===== config.mk =====
export PLATFORM = sky130hd
export DESIGN_NAME = junction_sequencer
export DESIGN_NICKNAME = d
export VERILOG_FILES = /design/src/rtl/junction_sequencer.sv
export SDC_FILE = /design/constraint.sdc
export NUM_CORES = 1
export LEC_CHECK = 0
export ABC_AREA = 1
export CORE_ASPECT_RATIO = 1.2
export CORE_MARGIN = 4
export CORE_UTILIZATION = 57
export CTS_BUF_LIST = sky130_fd_sc_hd__clkbuf_8 sky130_fd_sc_hd__clkbuf_16
export DETAILED_ROUTE_END_ITERATION = 8
export PLACE_DENSITY = 0.86
export SLEW_MARGIN = 40
export SYNTH_ARGS = -nofsm -noshare
export SYNTH_HDL_FRONTEND = slang
export SYNTH_SLANG_ARGS = --single-unit

===== constraint.sdc =====
create_clock -name clk -period 2.35 [get_ports clk]
set_input_delay 0.235 -clock clk [delete_from_list [all_inputs] [get_ports clk]]
set_output_delay 0.235 -clock clk [all_outputs]
set_load 0.02 [all_outputs]

===== src/rtl/junction_sequencer.sv =====
// junction_sequencer: period-aligned line follower that runs a loaded junction route.
// Define JUNCTION_DEBOUNCE_EN to require 111 on two consecutive FOLLOW boundaries per junction.
module junction_sequencer #(
  parameter int PERIOD_CYCLES = 2_000_000,
  parameter int TURN_PERIODS = 25,
  parameter int CROSS_PERIODS = 10,
  parameter int ROUTE_LEN = 8
) (
  input  logic                             clk,
  input  logic                             reset,
  input  logic                             sensor_l,
  input  logic                             sensor_m,
  input  logic                             sensor_r,
  input  logic                             route_load,
  input  logic [2*ROUTE_LEN-1:0]           route_data,
  output logic [1:0]                       motor_l_cmd,
  output logic [1:0]                       motor_r_cmd,
  output logic                             period_start,
  output logic [$clog2(ROUTE_LEN+1)-1:0]   route_idx,
  output logic                             done
);
  localparam int CW = PERIOD_CYCLES > 1 ? $clog2(PERIOD_CYCLES) : 1;
  localparam int XW = $clog2(ROUTE_LEN + 1);
  localparam int IW = ROUTE_LEN > 1 ? $clog2(ROUTE_LEN) : 1;
  localparam int PMAX = TURN_PERIODS > CROSS_PERIODS ? TURN_PERIODS : CROSS_PERIODS;
  localparam int PW = $clog2(PMAX + 1);
  localparam logic [1:0] STP = 2'b00, FWD = 2'b01, REV = 2'b10;
  typedef enum logic [2:0] {IDLE, FOLLOW, CROSS, TURN_L, TURN_R, HALT} state_t;
  state_t state;
  logic [CW-1:0] cnt;
  logic [2:0] s_meta, s;
  logic [1:0] route_q [ROUTE_LEN];
  logic [PW-1:0] phase, phase_inc;
  logic [1:0] fl, fr, entry;
  logic boundary, load_ok, junction;
`ifdef JUNCTION_DEBOUNCE_EN
  logic pending;
  assign junction = s == 3'b111 && pending;
`else
  assign junction = s == 3'b111;
`endif
  assign boundary = cnt == CW'(PERIOD_CYCLES - 1);
  assign load_ok = route_load && (state == IDLE || state == HALT);
  assign phase_inc = phase == PW'(PMAX) ? phase : phase + 1'b1;
  assign entry = route_q[route_idx[IW-1:0]];
  // Line-following correction; 111 drives straight when it is not taken as a junction
  always_comb begin
    {fl, fr} = {FWD, FWD};
    case (s)
      3'b110: {fl, fr} = {STP, FWD};
      3'b100: {fl, fr} = {REV, FWD};
      3'b011: {fl, fr} = {FWD, STP};
      3'b001: {fl, fr} = {FWD, REV};
      default: ;
    endcase
  end
  always_ff @(posedge clk) begin
    if (!reset) begin
      state <= IDLE;
      cnt <= '0;
      s_meta <= '0;
      s <= '0;
      phase <= '0;
      route_idx <= '0;
      period_start <= 1'b0;
      done <= 1'b0;
      motor_l_cmd <= STP;
      motor_r_cmd <= STP;
      for (int k = 0; k < ROUTE_LEN; k++) route_q[k] <= 2'b00;
`ifdef JUNCTION_DEBOUNCE_EN
      pending <= 1'b0;
`endif
    end else begin
      s_meta <= {sensor_l, sensor_m, sensor_r};
      s <= s_meta;
      cnt <= boundary ? '0 : cnt + 1'b1;
      period_start <= boundary;
      if (load_ok) begin
        for (int k = 0; k < ROUTE_LEN; k++) route_q[k] <= route_data[2*k +: 2];
        route_idx <= '0;
        state <= FOLLOW;
        cnt <= '0;
        period_start <= 1'b1;
        phase <= '0;
        done <= 1'b0;
        motor_l_cmd <= STP;
        motor_r_cmd <= STP;
`ifdef JUNCTION_DEBOUNCE_EN
        pending <= 1'b0;
`endif
      end else if (boundary) begin
        case (state)
          FOLLOW: begin
`ifdef JUNCTION_DEBOUNCE_EN
            pending <= s == 3'b111 && !pending;
`endif
            if (!junction) {motor_l_cmd, motor_r_cmd} <= {fl, fr};
            else begin
              phase <= '0;
              if (route_idx == XW'(ROUTE_LEN)) begin
                state <= HALT;
                done <= 1'b1;
                {motor_l_cmd, motor_r_cmd} <= {STP, STP};
              end else begin
                route_idx <= route_idx + 1'b1;
                case (entry)
                  2'b00: begin state <= CROSS; {motor_l_cmd, motor_r_cmd} <= {FWD, FWD}; end
                  2'b01: begin state <= TURN_L; {motor_l_cmd, motor_r_cmd} <= {REV, FWD}; end
                  2'b10: begin state <= TURN_R; {motor_l_cmd, motor_r_cmd} <= {FWD, REV}; end
                  default: begin state <= HALT; done <= 1'b1; {motor_l_cmd, motor_r_cmd} <= {STP, STP}; end
                endcase
              end
            end
          end
          CROSS: begin
            if (phase_inc >= PW'(CROSS_PERIODS)) begin
              state <= FOLLOW;
              phase <= '0;
              {motor_l_cmd, motor_r_cmd} <= {fl, fr};
            end else phase <= phase_inc;
          end
          TURN_L, TURN_R: begin
            if (phase_inc >= PW'(TURN_PERIODS) && s == 3'b010) begin
              state <= FOLLOW;
              phase <= '0;
              {motor_l_cmd, motor_r_cmd} <= {FWD, FWD};
            end else phase <= phase_inc;
          end
          default: ;
        endcase
      end
    end
  end
endmodule


# Yosys cells after proc, flatten, opt, wreduce, memory -nomap -nowiden
# Memory sizes are Yosys's and may differ from the RTL's. A register that Yosys moved wholly into a read port is not among the register bits.
# Index checks and enable logic that the tools add are counted.
dict set report word_totals {
  ram_bits 16
  word_cells 113
  in_bits 22
  out_inout_bits 10
  mem_count 1
  reg_bits 45
}
dict set report classes {
  n_bitwise 10
  n_addsub 3
  n_reduce_logical 20
  magnitude_cmp 2
  n_mux 43
  n_eq_ne 23
}
# name depth word_bits rd rd_clocked_by_memory_dff write_ports line
set memory_table {}
lappend memory_table {route_q 8 2 1 1 8 32} ;# logic [1:0] route_q [ROUTE_LEN];
# op n
set op_table {}
lappend op_table {{$mux 2} 15}
lappend op_table {{$add 21x1->21 const B} 1}
lappend op_table {{$eq 21x21->1 const B} 1}
lappend op_table {{$mux 5} 4}
lappend op_table {{$mux 3} 6}
lappend op_table {{$pmux 3 s3} 2}
lappend op_table {{$pmux 2 s2} 4}
lappend op_table {{$eq 3x3->1 const B} 5}
lappend op_table {{$pmux 5 s3} 1}
lappend op_table {{$eq 3x2->1 const B} 4}
lappend op_table {{$pmux 2 s3} 2}
lappend op_table {{$reduce_and 4->1} 3}
lappend op_table {{$reduce_and 5->1} 2}
lappend op_table {{$mux 1} 9}
lappend op_table {{$ne 3x3->1 const B} 3}
lappend op_table {{$or 1x1->1} 8}
lappend op_table {{$reduce_or 2->1} 4}
lappend op_table {{$eq 3x1->1 const B} 2}
lappend op_table {{$ne 2x2->1 const B} 3}
lappend op_table {{$reduce_or 3->1} 2}
lappend op_table {{$add 5x1->5 const B} 1}
lappend op_table {{$eq 5x5->1 const B} 1}
lappend op_table {{$ge 5x4->1 const B} 1}
lappend op_table {{$ge 5x5->1 const B} 1}
lappend op_table {{other kinds (14)} 16}

# Logic depth before layout (Yosys ltp)
# Gate-level depths: netlist of the first run.
dict set report logic_depth {
  word_depth 8
  ltp_mapped 16
  ltp_nobuf 16
}

# Worst setup path after synthesis of the first run
# Ideal clock, no wire load.
dict set report synth_timing {
  path_kind {register to register}
  from {reg phase[1]}
  to {reg motor_l_cmd[1]}
  t_required_ps 2238
  stages_incl_launch_ff 15
  path_slack_ps 727
  t_arrival_ps 1511
  setup_time_ps 112
  path_buffers 0
  path_cell_list {dfxtp_1 -> inv_1 -> ha_1 -> nand2_1 -> inv_1 -> nand2_2 -> nand2_1 -> nand3_1 -> nand2_2 -> nand2_1 -> nand2_2 -> nand2_4 -> nand4_1 -> nor2_1 -> nor2_1}
}
dict set report synth_via {
  elab_chain_len 6
  elab_cells_between_ends 9
  cone_classes {1 x add/sub; 2 x order compare; 3 x eq/ne; 1 x mux; 2 x reduce/logical}
}
# item line
set synth_lines {}
lappend synth_lines {{start, declared} 33} ;# logic [PW-1:0] phase, phase_inc;
lappend synth_lines {{start signal, assigned} 120} ;# end else phase <= phase_inc;
lappend synth_lines {{start signal, assigned} 127} ;# end else phase <= phase_inc;
lappend synth_lines {{$add 5x1->5 or $eq 5x5->1 (tied branches)} 44} ;# assign phase_inc = phase == PW'(PMAX) ? phase : phase + 1'b1;
lappend synth_lines {{$mux 5 (*)} 44}
lappend synth_lines {{$ge 5x5->1} 123} ;# if (phase_inc >= PW'(TURN_PERIODS) && s == 3'b010) begin
lappend synth_lines {{$logic_and 1x1->1} 123}
lappend synth_lines {{$ne 2x2->1 (no source line)} n/a}
lappend synth_lines {{$reduce_and 4->1 (no source line) (*)} n/a}
lappend synth_lines {{end signal, assigned} 103} ;# {motor_l_cmd, motor_r_cmd} <= {STP, STP};
lappend synth_lines {{end signal, assigned} 119} ;# {motor_l_cmd, motor_r_cmd} <= {fl, fr};
lappend synth_lines {{end signal, assigned} 126} ;# {motor_l_cmd, motor_r_cmd} <= {FWD, FWD};
lappend synth_lines {{end, declared} 16} ;# output logic [1:0] motor_l_cmd,
# Every way passes the cells marked *; elsewhere a longest branch is shown, timed or not.
# A chain may end at the register's enable or synchronous reset.

# Final worst setup path of the first run
dict set report layout_timing {
  from {reg phase[1]}
  to {reg motor_r_cmd[0]}
}
dict set report layout_via {
  elab_chain_len 6
  elab_cells_between_ends 9
  cone_classes {1 x add/sub; 2 x order compare; 3 x eq/ne; 1 x mux; 2 x reduce/logical}
}
# item line
set layout_lines {}
lappend layout_lines {{$add 5x1->5 or $eq 5x5->1 (tied branches)} 44}
lappend layout_lines {{$mux 5 (*)} 44}
lappend layout_lines {{$ge 5x5->1} 123}
lappend layout_lines {{$logic_and 1x1->1} 123}
lappend layout_lines {{$ne 2x2->1 (no source line)} n/a}
lappend layout_lines {{$reduce_and 4->1 (no source line) (*)} n/a}
lappend layout_lines {{end signal, assigned} 103}
lappend layout_lines {{end signal, assigned} 119}
lappend layout_lines {{end signal, assigned} 126}
lappend layout_lines {{end, declared} 17} ;# output logic [1:0] motor_r_cmd,
# Marked as above.

==> metrics.csv, run 1 <==
stage,metric,value,unit
die,initial_utilization,0.5906,
cts,clk_pin_slew,80,ps
finish,stdcell_area,0.003963,mm2
worst_setup_path,worstPathRequired,2590,ps
global_route,grtUsageTotal,0.2157,
worst_setup_path,cp_slowest_cell,dfxtp_1,
route,detail-route-antenna-nets,0,
die,rows,30,
timing,max_slew_margin,0.7074,
worst_setup_path,crit_path_start,phase[1]$_SDFFE_PP0P_,
route,vias,3026,
synthesis,netlist_instances,459,
timing,worst_slew_pin_slew,437.8,ps
worst_setup_path,crit_arrival,2140,ps
power_and_ir_drop,swShare,0.2421,
cts,htreeDepth,3,
timing,hold_viol,0,
cts,post-cts-setup-buffers,0,
timing,fin_crit_sh,0.8068,
route,wl,7355,um
global_route,gr-total-overflow,0,
worst_setup_path,crit_fanout,7,
cts,cts_sinks,64,
cts,clkLatencyLatePin,350,ps
synthesis,ys_ff_latch,64,
timing,skew,10.81,ps
worst_setup_path,critPathTopFamily,simple AND/OR/NAND/NOR gates,
cts,cts_buffers,9,
timing,finalMaxSlewViolations,0,
hold_path,hold_start,sensor_r,
die,die_y,92.23,um
synthesis,syn-num-nets,486,
worst_setup_path,path_class,reg2reg,
power_and_ir_drop,clkPwrFrac,0.412,
cts,cts-resized-gates,0,
timing,fin_crit,1896,ps
power_and_ir_drop,p_switching,548.9,uW
timing,setup_tns,0,ps
cts,cts_tree,yes,
synthesis,netlist_area,0.003369,mm2
finish,drive_gt1_frac,0.1135,
global_route,antenna_found_initial,0,
cts,cts_buffer_depth,2,
place,place_area,0.003767,mm2
global_route,first_global_vias,2892,
route,viasPerCell,5.199,
worst_setup_path,critPathCaptureType,flip-flop,
power_and_ir_drop,p_seq_frac,0.521,
synthesis,synth.distinct_cells,37,
cts,clockRootBuffer,clkbuf_8,
power_and_ir_drop,combPwrFrac,0.067,
worst_setup_path,path_cells,inv_1 -> ha_1 -> nand2_1 -> inv_1 -> nand2_2 -> nand2_1 -> nand3_1 -> nand2_2 -> nand2_1 -> nand2_2 -> nand2_4 -> nand4_1 -> nor2_1 -> nor2_1,
run,drv_cap,0,
finish,final_util,0.6945,
hold_path,whs_path_depth,3,
worst_setup_path,startpoint_type,flip-flop,
finish,nNetsFinal,524,
power_and_ir_drop,power_leakage,0.001697,uW
route,firstDrtPassIters,5,
place,port_buffers,31,
place,gp_congestion,0.9372,
timing,grt_setup_unrepaired,no,
synthesis,synth.avg_cell_area,7.341,um2
die,die_w,78.19,um
worst_setup_path,critPathBufInv,2,
worst_setup_path,rr_worst_depth,14,
die,dieArea,0.007211,mm2
power_and_ir_drop,power_density,572.1,mW/mm2
timing,timing.fmax,527.4,MHz
power_and_ir_drop,peakVddDrop,0.0006112,V
cts,cts_hold_buffers,0,
finish,area.growth.synth_to_final,17.60,%
status,status,completed,
route,drc_errors,0,
hold_path,min_path_type,in2reg,
power_and_ir_drop,p_int,1718,uW
place,place_hpwl,5478,um
die,core-area,0.005705,mm2
synthesis,ys_warn_count,0,
worst_setup_path,critPathMaxStageDelay,450,ps
timing,finalSetupViolCount,0,
finish,antenna_cells,0,
worst_setup_path,r2r_start,phase[1]$_SDFFE_PP0P_,
route,route.detailed.wl_per_inst,12.64,um
die,io_pins,32,
synthesis,yosysSeqAreaShare,0.4278,
global_route,grt_pass1_wl,12190,um
route,first_iter_violations,171,
global_route,grt_max_degree,24,
worst_setup_path,crit_cells,14,
==> path summary, 6_finish.rpt <==
check,to,slack (ps)
worst max-delay path,motor_r_cmd[0]$_SDFFE_PP0P_,450
worst min-delay path,s_meta[0]$_SDFF_PN0_,420
worst max register to register,motor_r_cmd[0]$_SDFFE_PP0P_,450
worst min register to register,s[1]$_SDFF_PN0_,430
==> sequential cells by signal, indices dropped and copies added (netlist names), named ones only <==
signal	count
cnt	21
done	1
motor_l_cmd	2
motor_r_cmd	2
period_start	1
phase	5
route_idx	4
route_q	16
s	3
s_meta	3
state	3
==> metrics by stage <==
stage	instances	hold WS [ps]	total power (uW)	setup WS (ps)
final	582	415.1	2267	453.9
after global routing	582	411.9	2358	270.1
after CTS	582	405.6	2279	453.5
after detailed placement	566	419.6	1356	476.6
after global placement	566	411.0	1350	549.1
after floorplan	459	332.6	1286	727.1
==> placed cells by master (no fill, tap or decap), drive strengths merged <==
cell | netlist | final
a211oi | 2 | 2
a21oi | 21 | 21
buf | 5 | 3
bufinv | 0 | 1
clkbuf | 2 | 9
clkdlybuf4s50 | 0 | 31
clkinv | 1 | 3
clkinvlp | 0 | 3
dfxtp | 48 | 48
edfxtp | 16 | 16
ha | 5 | 5
inv | 79 | 80
nand2 | 103 | 103
nand3 | 38 | 38
nand4 | 14 | 14
nor2 | 78 | 78
nor3 | 11 | 11
nor3b | 6 | 6
nor4 | 4 | 4
o21a | 2 | 2
o21ai | 13 | 13
or2 | 4 | 4
xnor2 | 4 | 4
xor2 | 3 | 3
==> worst min-delay path, cell delays in order <==
cell and delay, ps:
clkdlybuf4s50_1 400, nand2_1 60, inv_1 30
==> cells by family after synthesis <==
logic type	share of synthesized area
AOI/OAI and AO/OA	0.06053
xor gates and xnor gates	0.01820
adders and majority gates	0.01857
buffers and inverters	0.09952
DFF	0.4278
and+or+nand+nor	0.3754
==> Yosys cell counts, drive strengths merged <==
cell type  count  share of area
xor2           3         0.0078
edfxtp        16           0.14
clkbuf         2         0.0022
clkinv         1         0.0011
nor2          78          0.099
buf            5         0.0082
xnor2          4          0.010
a211oi         2         0.0045
inv           79          0.088
nor3          11          0.021
dfxtp         48           0.29
nand3         38          0.068
nand4         14          0.030
ha             5          0.019
o21a           2         0.0045
a21oi         21          0.032
nor3b          6          0.016
nand2        103           0.12
or2            4         0.0074
nor4           4         0.0093
o21ai         13          0.019
==> area by class of cell <==
cell class              count  area, um2
repair buffers             34      332.8
flip-flops and latches     64       1441
fillers                   480       1743
inverters                  80      300.3
well taps                  80      100.1
clock buffers               9      123.9
multi-input cells         308       1593
clock inverters             7      71.32
==> power by group through the flow <==
stage | combinational [uW] | sequential [uW] | clock (uW)
after global placement | 147 | 1200 | 0
after detailed placement | 150 | 1210 | 0
final | 151 | 1180 | 935
after CTS | 151 | 1180 | 948
after floorplan | 83.5 | 1200 | 0
after global routing | 169 | 1180 | 1000
==> routing by layer <==
metal	routed length (um)	vias up	track usage
li1	-	1536	-
met1	2960	1372	0.2304
met2	3739	85	0.3800
met3	336	33	0.05894
met4	318	0	0.1195
met5	0	-	0
Note: power is estimated with default switching activity, not from simulation.
==> inputs of run 2 (changes only) <==
clock period = 1.8 ns   (was 2.35 ns; I/O delays follow)
==> metrics.csv, run 2 (synthesized netlist as in run 1, its figures left out) <==
stage,metric,value,unit
status,status,completed,
finish,largest_register_ffs,21,
finish,area.growth.synth_to_final,23.62,%
power_and_ir_drop,power_leakage,0.001830,uW
finish,final_cell_mix,"nand2_1 (91), inv_1 (71), nor2_1 (64)",
route,wl,7787,um
cts,cts_tree,yes,
hold_path,min_path_type,in2reg,
cts,cts_buffers,9,
die,rows,30,
place,placed_cells,577,
route,route.detailed.wl_per_inst,13.09,um
finish,nNetsFinal,537,
power_and_ir_drop,peakVddDrop,0.0006318,V
die,die_y,92.23,um
route,first_iter_violations,194,
finish,instances_no_fill,595,
power_and_ir_drop,swShare,0.2396,
cts,htreeDepth,3,
finish,n_fill_cell,439,
power_and_ir_drop,p_seq_frac,0.487,
finish,regMostFlops,cnt,
power_and_ir_drop,power.total,3168,uW
cts,cts_sinks,64,
die,core-area,0.005705,mm2
worst_setup_path,path_class,reg2reg,
place,place_hpwl,5710,um
cts,clk_pin_slew,70,ps
cts,clkLatencyLatePin,360,ps
timing,timing.fmax,570.6,MHz
timing,max_slew_margin,0.6945,
cts,cts_hold_buffers,0,
worst_setup_path,crit_fanout,5,
worst_setup_path,critPathCaptureType,flip-flop,
route,firstDrtPassIters,4,
finish,multi_input_area,0.001659,mm2
finish,drive_gt1_frac,0.1728,
hold_path,whs_path_depth,3,
power_and_ir_drop,p_int,2409,uW
route,detail-route-antenna-nets,0,
worst_setup_path,worstPathRequired,2100,ps
route,viasPerCell,5.212,
timing,worst_slew_pin_slew,457.1,ps
finish,antenna_cells,0,
route,drc_errors,0,
worst_setup_path,crit_arrival,2050,ps
global_route,gr-total-overflow,0,
global_route,grt_max_degree,21,
finish,reg_top3,"cnt: 21 flops, route_q: 16 flops, phase: 5 flops",
global_route,grtUsageTotal,0.2277,
worst_setup_path,rr_worst_depth,10,
timing,hold_viol,0,
die,die_w,78.19,um
cts,clockRootBuffer,clkbuf_8,
finish,final_common_cell,nand2_1,
cts,cts_buffer_depth,2,
worst_setup_path,startpoint_type,flip-flop,
die,io_pins,32,
global_route,antenna_found_initial,0,
power_and_ir_drop,combPwrFrac,0.067,
power_and_ir_drop,p_switching,758.9,uW
timing,finalMaxSlewViolations,0,
timing,finalSetupViolCount,0,
power_and_ir_drop,clkPwrFrac,0.446,
timing,hold_ws,387.5,ps
route,vias,3101,
global_route,grt_pass1_wl,13100,um
run,drv_cap,0,
timing,grt_setup_unrepaired,yes,
global_route,first_global_vias,3152,
place,port_buffers,31,
die,initial_utilization,0.5906,
timing,fin_crit_sh,0.9736,
place,gp_congestion,0.9115,
timing,fin_crit,1753,ps
die,dieArea,0.007211,mm2
timing,skew,12.24,ps
finish,seq_area,0.001449,mm2
power_and_ir_drop,power_density,760.5,mW/mm2
==> run 2: repair_timing <==
action / CTS / global route
gates resized for setup: 6 / 18
pin swaps: 1 / 10
setup buffers: 0 / 2
setup endpoints to repair: 5 / 23
==> run 2: power by group through the flow <==
| stage | clock, uW | sequential [uW] | combinational [uW] |
|---|---|---|---|
| finish | 1410 | 1540 | 212 |
| global route | 1490 | 1550 | 239 |
| CTS | 1410 | 1540 | 208 |
| detailed placement | 0 | 1570 | 206 |
| global placement | 0 | 1570 | 203 |
| floorplan | 0 | 1570 | 109 |
==> run 2: worst max-delay path, cell delays in order (launching register included) <==
cell and delay [ps]:
dfxtp_2 370, ha_4 170, nand3_4 100, nor2_4 180, nor3b_4 230, nand3_2 130, nor2_2 170, nor2_1 80
nor2_1 130, nand2_1 80, inv_1 50
==> run 2: per-stage QoR <==
stage | setup TNS (ps) | util | setup slack (ps) | cell area [um2]
3_5_place_dp | 0 | 0.6748 | 1.067 | 3850
3_3_place_gp | 0 | 0.6748 | 85.94 | 3850
2_1_floorplan | 0 | - | 177.1 | 3369
4_1_cts | 0 | 0.7178 | 14.43 | 4095
6_report | 0 | 0.7300 | 47.43 | 4165
5_1_grt | -33.43 | 0.7300 | -17.99 | 4165
==> run 2: cell type report <==
| class | count | share of cell area |
|---|---|---|
| tap | 80 | 0.02403 |
| inverter | 80 | 0.07209 |
| clock buffer | 9 | 0.02974 |
| sequential | 64 | 0.3479 |
| multi-input combinational | 308 | 0.3983 |
| clock inverter | 7 | 0.02463 |
| timing repair buffer | 47 | 0.1033 |
==> run 2: layer usage <==
| layer | vias up | part of all wire | routed length (um) | global-route usage |
|---|---|---|---|---|
| met5 | - | 0 | 0 | 0 |
| met4 | 0 | 0.025 | 192 | 0.1181 |
| met2 | 78 | 0.54 | 4194 | 0.4243 |
| met1 | 1441 | 0.40 | 3081 | 0.2427 |
| met3 | 19 | 0.041 | 319 | 0.03635 |
| li1 | 1563 | - | - | - |
==> run 2: final timing paths <==
check / startpoint / endpoint / slack, ps
worst max-delay path: cnt[0]$_SDFF_PP0_ / phase[0]$_SDFFE_PP0P_ / 50
worst min-delay path: sensor_r / s_meta[0]$_SDFF_PN0_ / 390
worst max register to register: cnt[0]$_SDFF_PP0_ / phase[0]$_SDFFE_PP0P_ / 50
worst min register to register: s_meta[0]$_SDFF_PN0_ / s[0]$_SDFF_PN0_ / 420
==> inputs of run 3 (changes only) <==
ABC_CLOCK_PERIOD_IN_PS = 1800   (was default)
==> results of run 3 <==
Final layout, timing and power as in run 2 (identical DEF).
